## config.mk

```make
export PLATFORM = sky130hd
export DESIGN_NAME = log2_stream_approx
export DESIGN_NICKNAME = d
export VERILOG_FILES = /design/src/rtl/log2_stream_approx.sv
export SDC_FILE = /design/constraint.sdc
export NUM_CORES = 1
export LEC_CHECK = 0
export CORE_ASPECT_RATIO = 0.5
export CORE_MARGIN = 3
export CORE_UTILIZATION = 30
export DETAILED_ROUTE_END_ITERATION = 10
export MAX_ROUTING_LAYER = met4
export SLEW_MARGIN = 20
export SYNTH_ARGS = -nofsm -noshare
export SYNTH_HDL_FRONTEND = slang
export SYNTH_SLANG_ARGS = --single-unit
export TNS_END_PERCENT = 5
```

## constraint.sdc

```tcl
create_clock -name clk -period 7.7 [get_ports clk]
set_input_delay 0.77 -clock clk [delete_from_list [all_inputs] [get_ports clk]]
set_output_delay 0.77 -clock clk [all_outputs]
set_load 0.02 [all_outputs]
```

## src/rtl/log2_stream_approx.sv

```systemverilog
// Streaming Mitchell-approximation log2/ln of unsigned mel energies.
// Three-stage pipeline with a single global enable driven by output backpressure.
module log2_stream_approx #(
    parameter int NUM_MELS         = 40,
    parameter int MEL_ENERGY_WIDTH = 32,
    parameter int FRAC_BITS        = 10,
    parameter int LN2_Q16          = 45426,
    localparam int LOG_WIDTH = $clog2(MEL_ENERGY_WIDTH) + FRAC_BITS,
    localparam int CH_WIDTH  = $clog2(NUM_MELS)
) (
    input  logic                        clk,
    input  logic                        rst,
    input  logic                        in_valid,
    output logic                        in_ready,
    input  logic [MEL_ENERGY_WIDTH-1:0] in_data,
    input  logic                        in_last,
    input  logic                        in_mode,
    output logic                        out_valid,
    input  logic                        out_ready,
    output logic [LOG_WIDTH-1:0]        out_data,
    output logic [CH_WIDTH-1:0]         out_ch,
    output logic                        out_last,
    output logic                        out_zero,
    output logic                        frame_err
);

    localparam int W     = MEL_ENERGY_WIDTH;
    localparam int F     = FRAC_BITS;
    localparam int PW    = $clog2(W);
    localparam int PRODW = LOG_WIDTH + 17;
    localparam logic [16:0]         LN2     = 17'(LN2_Q16);
    localparam logic [CH_WIDTH-1:0] LAST_CH = CH_WIDTH'(NUM_MELS - 1);

    logic en;
    logic accept;

    assign en       = !(out_valid && !out_ready);
    assign in_ready = en;
    assign accept   = in_valid && en;

    logic [CH_WIDTH-1:0] ch_cnt;

    always_ff @(posedge clk or posedge rst) begin
        if (rst) begin
            ch_cnt    <= '0;
            frame_err <= 1'b0;
        end else if (accept) begin
            ch_cnt <= (in_last || ch_cnt == LAST_CH) ? '0 : ch_cnt + 1'b1;
            if (in_last != (ch_cnt == LAST_CH))
                frame_err <= 1'b1;
        end
    end

    // Stage 1: leading-one position and left-normalised mantissa
    logic [PW-1:0] lead;
    logic [W-1:0]  norm;

    always_comb begin
        lead = '0;
        for (int unsigned i = 0; i < W; i++)
            if (in_data[i])
                lead = PW'(i);
        norm = in_data << (PW'(W - 1) - lead);
    end

    logic                s1_valid, s1_zero, s1_mode, s1_last;
    logic [PW-1:0]       s1_p;
    logic [W-1:0]        s1_mant;
    logic [CH_WIDTH-1:0] s1_ch;

    always_ff @(posedge clk or posedge rst) begin
        if (rst) begin
            s1_valid <= 1'b0;
            s1_zero  <= 1'b0;
            s1_mode  <= 1'b0;
            s1_last  <= 1'b0;
            s1_p     <= '0;
            s1_mant  <= '0;
            s1_ch    <= '0;
        end else if (en) begin
            s1_valid <= accept;
            s1_zero  <= (in_data == '0);
            s1_mode  <= in_mode;
            s1_last  <= in_last;
            s1_p     <= lead;
            s1_mant  <= norm;
            s1_ch    <= ch_cnt;
        end
    end

    // Stage 2: drop the implicit leading one; the F bits below it become the
    // fraction, zero-padded on the right when the input is narrower than F.
    logic [W+F-1:0]       ext;
    logic [F-1:0]         frac;
    logic [LOG_WIDTH-1:0] s1_log;

    always_comb begin
        ext    = {s1_mant, {F{1'b0}}};
        frac   = F'(ext >> (W - 1));
        s1_log = {s1_p, frac};
    end

    logic                 s2_valid, s2_zero, s2_mode, s2_last;
    logic [LOG_WIDTH-1:0] s2_log;
    logic [CH_WIDTH-1:0]  s2_ch;

    always_ff @(posedge clk or posedge rst) begin
        if (rst) begin
            s2_valid <= 1'b0;
            s2_zero  <= 1'b0;
            s2_mode  <= 1'b0;
            s2_last  <= 1'b0;
            s2_log   <= '0;
            s2_ch    <= '0;
        end else if (en) begin
            s2_valid <= s1_valid;
            s2_zero  <= s1_zero;
            s2_mode  <= s1_mode;
            s2_last  <= s1_last;
            s2_log   <= s1_log;
            s2_ch    <= s1_ch;
        end
    end

    // Stage 3: optional ln scaling, floor of log2 * ln(2)
    logic [PRODW-1:0]     prod;
    logic [LOG_WIDTH-1:0] result;

    always_comb begin
        prod = PRODW'(s2_log) * PRODW'(LN2);
        if (s2_zero)
            result = '0;
        else if (s2_mode)
            result = LOG_WIDTH'(prod >> 16);
        else
            result = s2_log;
    end

    always_ff @(posedge clk or posedge rst) begin
        if (rst) begin
            out_valid <= 1'b0;
            out_data  <= '0;
            out_ch    <= '0;
            out_last  <= 1'b0;
            out_zero  <= 1'b0;
        end else if (en) begin
            out_valid <= s2_valid;
            out_data  <= result;
            out_ch    <= s2_ch;
            out_last  <= s2_last;
            out_zero  <= s2_zero;
        end
    end

endmodule
```

==> results of run 1 <==
## logic make-up (layout without fill, tap and decap cells)
logic type | Yosys count | in the layout
simple gates | 259 | 259
flops | 81 | 81
xor+xnor | 16 | 16
mux | 72 | 72
fa+ha+maj | 182 | 182
buf+inv | 166 | 218
compound gates | 164 | 164
## metrics by stage
stage | std cells | setup WS [ns]
2_1_floorplan | 940 | 2.18
3_3_place_gp | 1358 | 1.57
3_5_place_dp | 1358 | 1.33
4_1_cts | 1374 | 1.31
5_1_grt | 1374 | 0.774
6_report | 1374 | 1.32
## sequential cells by signal, summed over array words and instances, names as in the netlist, 5 cells and up
register / cells
ch_cnt: 6
out_ch: 6
out_data: 15
s1_ch: 6
s1_mant: 10
s1_p: 5
s2_ch: 6
s2_log: 15
## path summary, 6_finish.rpt
kind | startpoint | endpoint | depth (start not counted)
worst max-delay path | s2_log[11] | out_data[14] | 19
worst min-delay path | s2_valid | out_valid | 1
worst max register to register | s2_log[11] | out_data[14] | 19
worst min register to register | s2_valid | out_valid | 1
max in group asynchronous | rst | out_data[10] | 3
min in group asynchronous | rst | out_data[4] | 3
## per-layer routing
layer	part of all wire [%]	track usage, %
met5	0	-
met4	1.3	3.15
met3	2.5	1.44
met2	48	23.2
met1	49	19.3
## cells in the final DEF (no fill, tap or decap), types with 9 or more instances in the layout
cell / instances
clkdlybuf4s50_1: 63
nand4_1: 10
nand3_1: 17
nand2_1: 153
fa_1: 67
ha_1: 115
o21ai_0: 51
mux2i_1: 66
inv_1: 131
nor2_1: 34
clkbuf_16: 9
dfrtp_1: 81
a21oi_1: 38
xnor2_1: 13
## area by class of cell
| type | instances | area (sq um) |
|---|---|---|
| Timing Repair Buffer | 68 | 672 |
| Tap cell | 382 | 478 |
| Inverter | 134 | 504 |
| Clock inverter | 7 | 108 |
| Sequential cell | 81 | 2030 |
| Fill cell | 2813 | 18000 |
| Multi-Input combinational cell | 693 | 5880 |
| Clock buffer | 9 | 225 |
## worst reg2reg max path, cell delays in order (launching register included)
cell and delay (ns):
dfrtp_1 0.67, fa_1 0.54, fa_1 0.47, ha_1 0.29
inv_1 0.05, fa_1 0.47, inv_1 0.06, fa_1 0.49
ha_1 0.31, ha_1 0.24, nor3_1 0.17, o21ai_0 0.09
a41oi_1 0.32, o21ai_0 0.31, a2111oi_0 0.81, o221ai_1 0.37
nor3_1 0.23, a21oi_1 0.09, xnor2_1 0.14, o31ai_1 0.18
==> out/results.ini, run 1 <==
[sta]
tns_ns=0
setup-violations-final=0
skew_ns=0.00991
whs_ns=0.461
rsz0062_at_grt=false
hold_violations=0
period_needed_ns=6.38
max_freq_mhz=157
relSlewSlack_pct=32.2
period_share_pct=82.9
tightest_slew_ns=1.02
slew_viol_final=0

[placed_design]
dp_hpwl_mm=16.4
gp_congestion=0.875
io_buffers=63
place_area_sq_um=9560

[cts]
cts_hold_buf=0
htree_levels=3
clockBufferDepth=2
tritoncts=done
postCtsSetupRepairBufs=0
clock-sinks=81
clock_latency_ns=0.34
cts_resized=0
numCtsBuffers=9
clk_pin_slew_worst_paths_ns=0.07
root_buffer=clkbuf_16

[worst_setup_path]
critPathMaxStageDelay_ns=0.81
critPathCaptureType=register
critPathBufInv=2
critPathMaxFanout=9
rrSetupSlack_ns=1.32
cp_top_family=adder cells
critPathLaunchType=register
arrival_ns=6.62
crit_chain=fa_1 > fa_1 > ha_1 > inv_1 > fa_1 > inv_1 > fa_1 > ha_1 > ha_1 > nor3_1 > o21ai_0 > a41oi_1 > o21ai_0 > a2111oi_0 > o221ai_1 > nor3_1 > a21oi_1 > xnor2_1 > o31ai_1
cp_data_required_time_ns=7.94
crit_type=reg -> reg
cpMostUsedCell=fa_1
cpMaxStageDelayCell=a2111oi_0

[layout]
nets=1207
diodes=0
areaGrowthSynthToFinish_pct=15.4
finish.instance_area_sq_um=9890
final_layout_size_suffix_gt1_share_pct=4.44
fin_util_pct=35.4

[logic_synthesis]
synth_top_cell_by_area=dfrtp_1
syn-num-nets=1160
synth_top_family_by_area=adder cells
synthTopCellsByArea=dfrtp_1 (24%), ha_1 (17%), fa_1 (16%), mux2i_1 (7.7%), nand2_1 (6.7%)
synth_simple_gate_area_share_pct=13.2
synth_compound_area_share_pct=12.3
synth_area_per_cell_sq_um=9.12
synth.yosys.seq_area_share_pct=23.6
ys_seq_elements=81
synth-edff-count=0
yosysUniqueCellTypes=71
synthMuxAreaShare_pct=8.89
synth_xor_xnor_area_share_pct=1.63
synth.top_cell.area_share_pct=23.6
syn_area_sq_um=8580
synthAdderAreaFrac_pct=32.4
syn_inst=940
ys_warn_count=0
synth-main-ff-cell=dfrtp_1
synthArstFlopShare_pct=100
synthTopCellsByCount=nand2_1 (153), inv_1 (133), ha_1 (115), dfrtp_1 (81), fa_1 (67)
yosysMostFrequentCell=nand2_1

[die]
die_x_um=245
die-area_sq_um=30800
num_rows=43
core_sq_um=27900
io_pins=64
floorplan.initialDensity_pct=30.7
die_y_um=126

[detailed_routing]
ant_nets=0
drt_iter0_markers=472
viasPerCell=4.88
drc_errors=0
vias=6708
wl_mm=20.7
first_pass_iters=5
detail_route.wl_per_cell_um=15.1

[status]
status=completed

[global_route]
grt_pass1_vias=6879
antenna_found_initial=0
track_usage_pct=14.2
grt_first_pass_wirelength_mm=35.1
grt.overflow.total=0
grt_max_degree=87

[hold_path]
holdCritPathClass=reg -> reg

[job]
max_cap_violations=0

Power of run 1 is not shown: default switching activity piles up to over one toggle a cycle in this logic, so the estimate is an artifact.
==> run 2: changes to the inputs <==
==> constraint.sdc (replaced) <==
create_clock -name clk -period 5.25 [get_ports clk]
set_input_delay 0.525 -clock clk [delete_from_list [all_inputs] [get_ports clk]]
set_output_delay 0.525 -clock clk [all_outputs]
set_load 0.02 [all_outputs]
==> run 2 against run 1 <==
Compared with the run above:
- core utilization up 2.6 points
- critical endpoint is now out_data[10]
- sequential share of layout area down 1.3 points
- cell count up 4.2%
- routed wire length up 5.9%
- register-to-register slack worse by 1.3 ns
- clock skew down 0.0041 ns
- via count up 3.2%
- flip-flop and latch count unchanged
- non-clock buffer count up 58
- global-route usage up 0.78 points
==> out/results.ini, run 2 (synthesis results as in run 1) <==
[die]
floorplan.initialDensity_pct=30.7  ; unchanged
die_x_um=245  ; unchanged
die_y_um=126  ; unchanged
die-area_sq_um=30800  ; unchanged
num_rows=43  ; unchanged
core_sq_um=27900  ; unchanged
io_pins=64  ; unchanged

[placed_design]
dp_cells=1402  ; was 1358
gp_congestion=0.869  ; was 0.875
io_buffers=63  ; unchanged
dp_hpwl_mm=17.4  ; was 16.4 mm

[global_route]
grt_first_pass_wirelength_mm=36.8  ; was 35.1 mm
grt_pass1_vias=7178  ; was 6879
grt.overflow.total=0  ; unchanged
grt_max_degree=82  ; was 87
track_usage_pct=15.0  ; was 14.2%
antenna_found_initial=0  ; unchanged

[sta]
setup-violations-final=0  ; unchanged
tightest_slew_ns=0.972  ; was 1.02 ns
slew_viol_final=0  ; unchanged
period_needed_ns=5.23  ; was 6.38 ns
rsz0062_at_grt=true  ; was false
period_share_pct=99.6  ; was 82.9%
relSlewSlack_pct=35.2  ; was 32.2%
tns_ns=0  ; unchanged
skew_ns=0.00583  ; was 0.00991 ns
hold_violations=0  ; unchanged
max_freq_mhz=191  ; was 157 MHz

[worst_setup_path]
critPathMaxFanout=3  ; was 9
cpMostUsedCell=fa_1  ; unchanged
rrSetupSlack_ns=0.02  ; was 1.32 ns
crit_type=reg -> reg  ; unchanged
critPathMaxStageDelay_ns=0.56  ; was 0.81 ns
arrival_ns=5.49  ; was 6.62 ns
reg2reg_depth=21  ; was 19
crit_chain=ha_1 > inv_1 > fa_1 > inv_1 > fa_1 > fa_1 > fa_1 > ha_1 > ha_1 > a21o_1 > a21oi_2 > nor3b_2 > o21ai_2 > a2111oi_4 > buf_4 > buf_4 > nor2_2 > a21oi_2 > xnor2_1 > nand2_1 > a21oi_1  ; was fa_1 > fa_1 > ha_1 > inv_1 > fa_1 > inv_1 > fa_1 > ha_1 > ha_1 > nor3_1 > o21ai_0 > a41oi_1 > o21ai_0 > a2111oi_0 > o221ai_1 > nor3_1 > a21oi_1 > xnor2_1 > o31ai_1
critPathCaptureType=register  ; unchanged
critPathLaunchType=register  ; unchanged
cpMaxStageDelayCell=fa_1  ; was a2111oi_0
cp_data_required_time_ns=5.52  ; was 7.94 ns

[detailed_routing]
drt_iter0_markers=393  ; was 472
drc_errors=0  ; unchanged
wl_mm=21.9  ; was 20.7 mm
detail_route.wl_per_cell_um=15.3  ; was 15.1 um
first_pass_iters=4  ; was 5
vias=6922  ; was 6708
ant_nets=0  ; unchanged
viasPerCell=4.83  ; was 4.88

[cts]
htree_levels=3  ; unchanged
clockBufferDepth=2  ; unchanged
tritoncts=done  ; unchanged
clock_latency_ns=0.34  ; about the same
cts_hold_buf=0  ; unchanged
root_buffer=clkbuf_16  ; unchanged
clk_pin_slew_worst_paths_ns=0.07  ; about the same
numCtsBuffers=9  ; unchanged
clock-sinks=81  ; unchanged

[layout]
areaGrowthSynthToFinish_pct=23.8  ; was 15.4%
num-fill-cells=2764  ; was 2813
fin_cells=1432  ; was 1374
nets=1265  ; was 1207
largestRegisters=out_data (15), s2_log (15), s1_mant (10)  ; unchanged
final_layout_size_suffix_gt1_share_pct=14.0  ; was 4.44%
most-common-layout-cells=nand2_1 (153), inv_1 (130), ha_1 (103), dfrtp_1 (74), mux2i_1 (66)  ; was nand2_1 (153), inv_1 (131), ha_1 (115), dfrtp_1 (81), fa_1 (67)
mostFrequentLayoutCell=nand2_1  ; unchanged
diodes=0  ; unchanged

[status]
status=completed  ; unchanged

[job]
max_cap_violations=0  ; unchanged

[hold_path]
holdCritPathClass=reg -> reg  ; unchanged
hold_depth=2  ; was 1

==> run 2: final timing paths <==
| check | startpoint | to |
|---|---|---|
| min in group asynchronous | rst | out_data[1] |
| max in group asynchronous | rst | s2_log[2] |
| min reg2reg | s2_valid | s2_valid |
| max | s2_log[4] | out_data[10] |
| min | s2_valid | s2_valid |
| max reg2reg | s2_log[4] | out_data[10] |
==> run 2: what timing repair did <==
item                                    CTS  global route
buffers inserted                         12             2
gates resized for setup                  22            27
endpoints found under the setup margin    6            12
pin swaps                                22            23
gates cloned                              0             0
==> run 2: final cells by class <==
class | instances | area (sq um) | area share (%)
tap | 382 | 478 | 4.50
multi-input combinational | 693 | 6160 | 58.0
inverter | 134 | 504 | 4.75
clock inverter | 7 | 85.1 | 0.801
timing repair buffer | 126 | 1140 | 10.7
sequential | 81 | 2040 | 19.2
clock buffer | 9 | 225 | 2.12
==> run 2: metrics by stage <==
stage / instance area (sq um) / utilization [%] / hold slack [ns] / setup slack (ns)
after global placement: 9920 / 35.5 / 0.446 / -0.207
after detailed placement: 9920 / 35.5 / 0.455 / -0.301
after CTS: 10500 / 37.4 / 0.471 / 0.00555
final: 10600 / 38.0 / 0.467 / 0.0231
after global routing: 10600 / 38.0 / 0.490 / -0.239
after floorplan: 8590 / - / 0.430 / 0.00911
==> run 2: worst max-delay path, delay by kind of cell, from the launching register on <==
| kind | cells | cell delay [ns] |
|---|---|---|
| XOR/XNOR | 1 | 0.13 |
| adder cells (fa/ha/maj) | 7 | 2.85 |
| buffers and inverters | 4 | 0.37 |
| AO/OA/AOI/OAI | 6 | 1.03 |
| flip-flops | 1 | 0.43 |
| AND/OR/NAND/NOR | 3 | 0.31 |
==> run 2: per-layer routing <==
metal  track usage (%)  up-vias  share of wire, %
li1                  -     3397                 -
met1              20.0     3394                47
met2              24.8      102                49
met3              1.52       29               2.2
met4              3.50        0               2.1
met5                 -        -                 0
Power of run 2 is left out for the same reason.
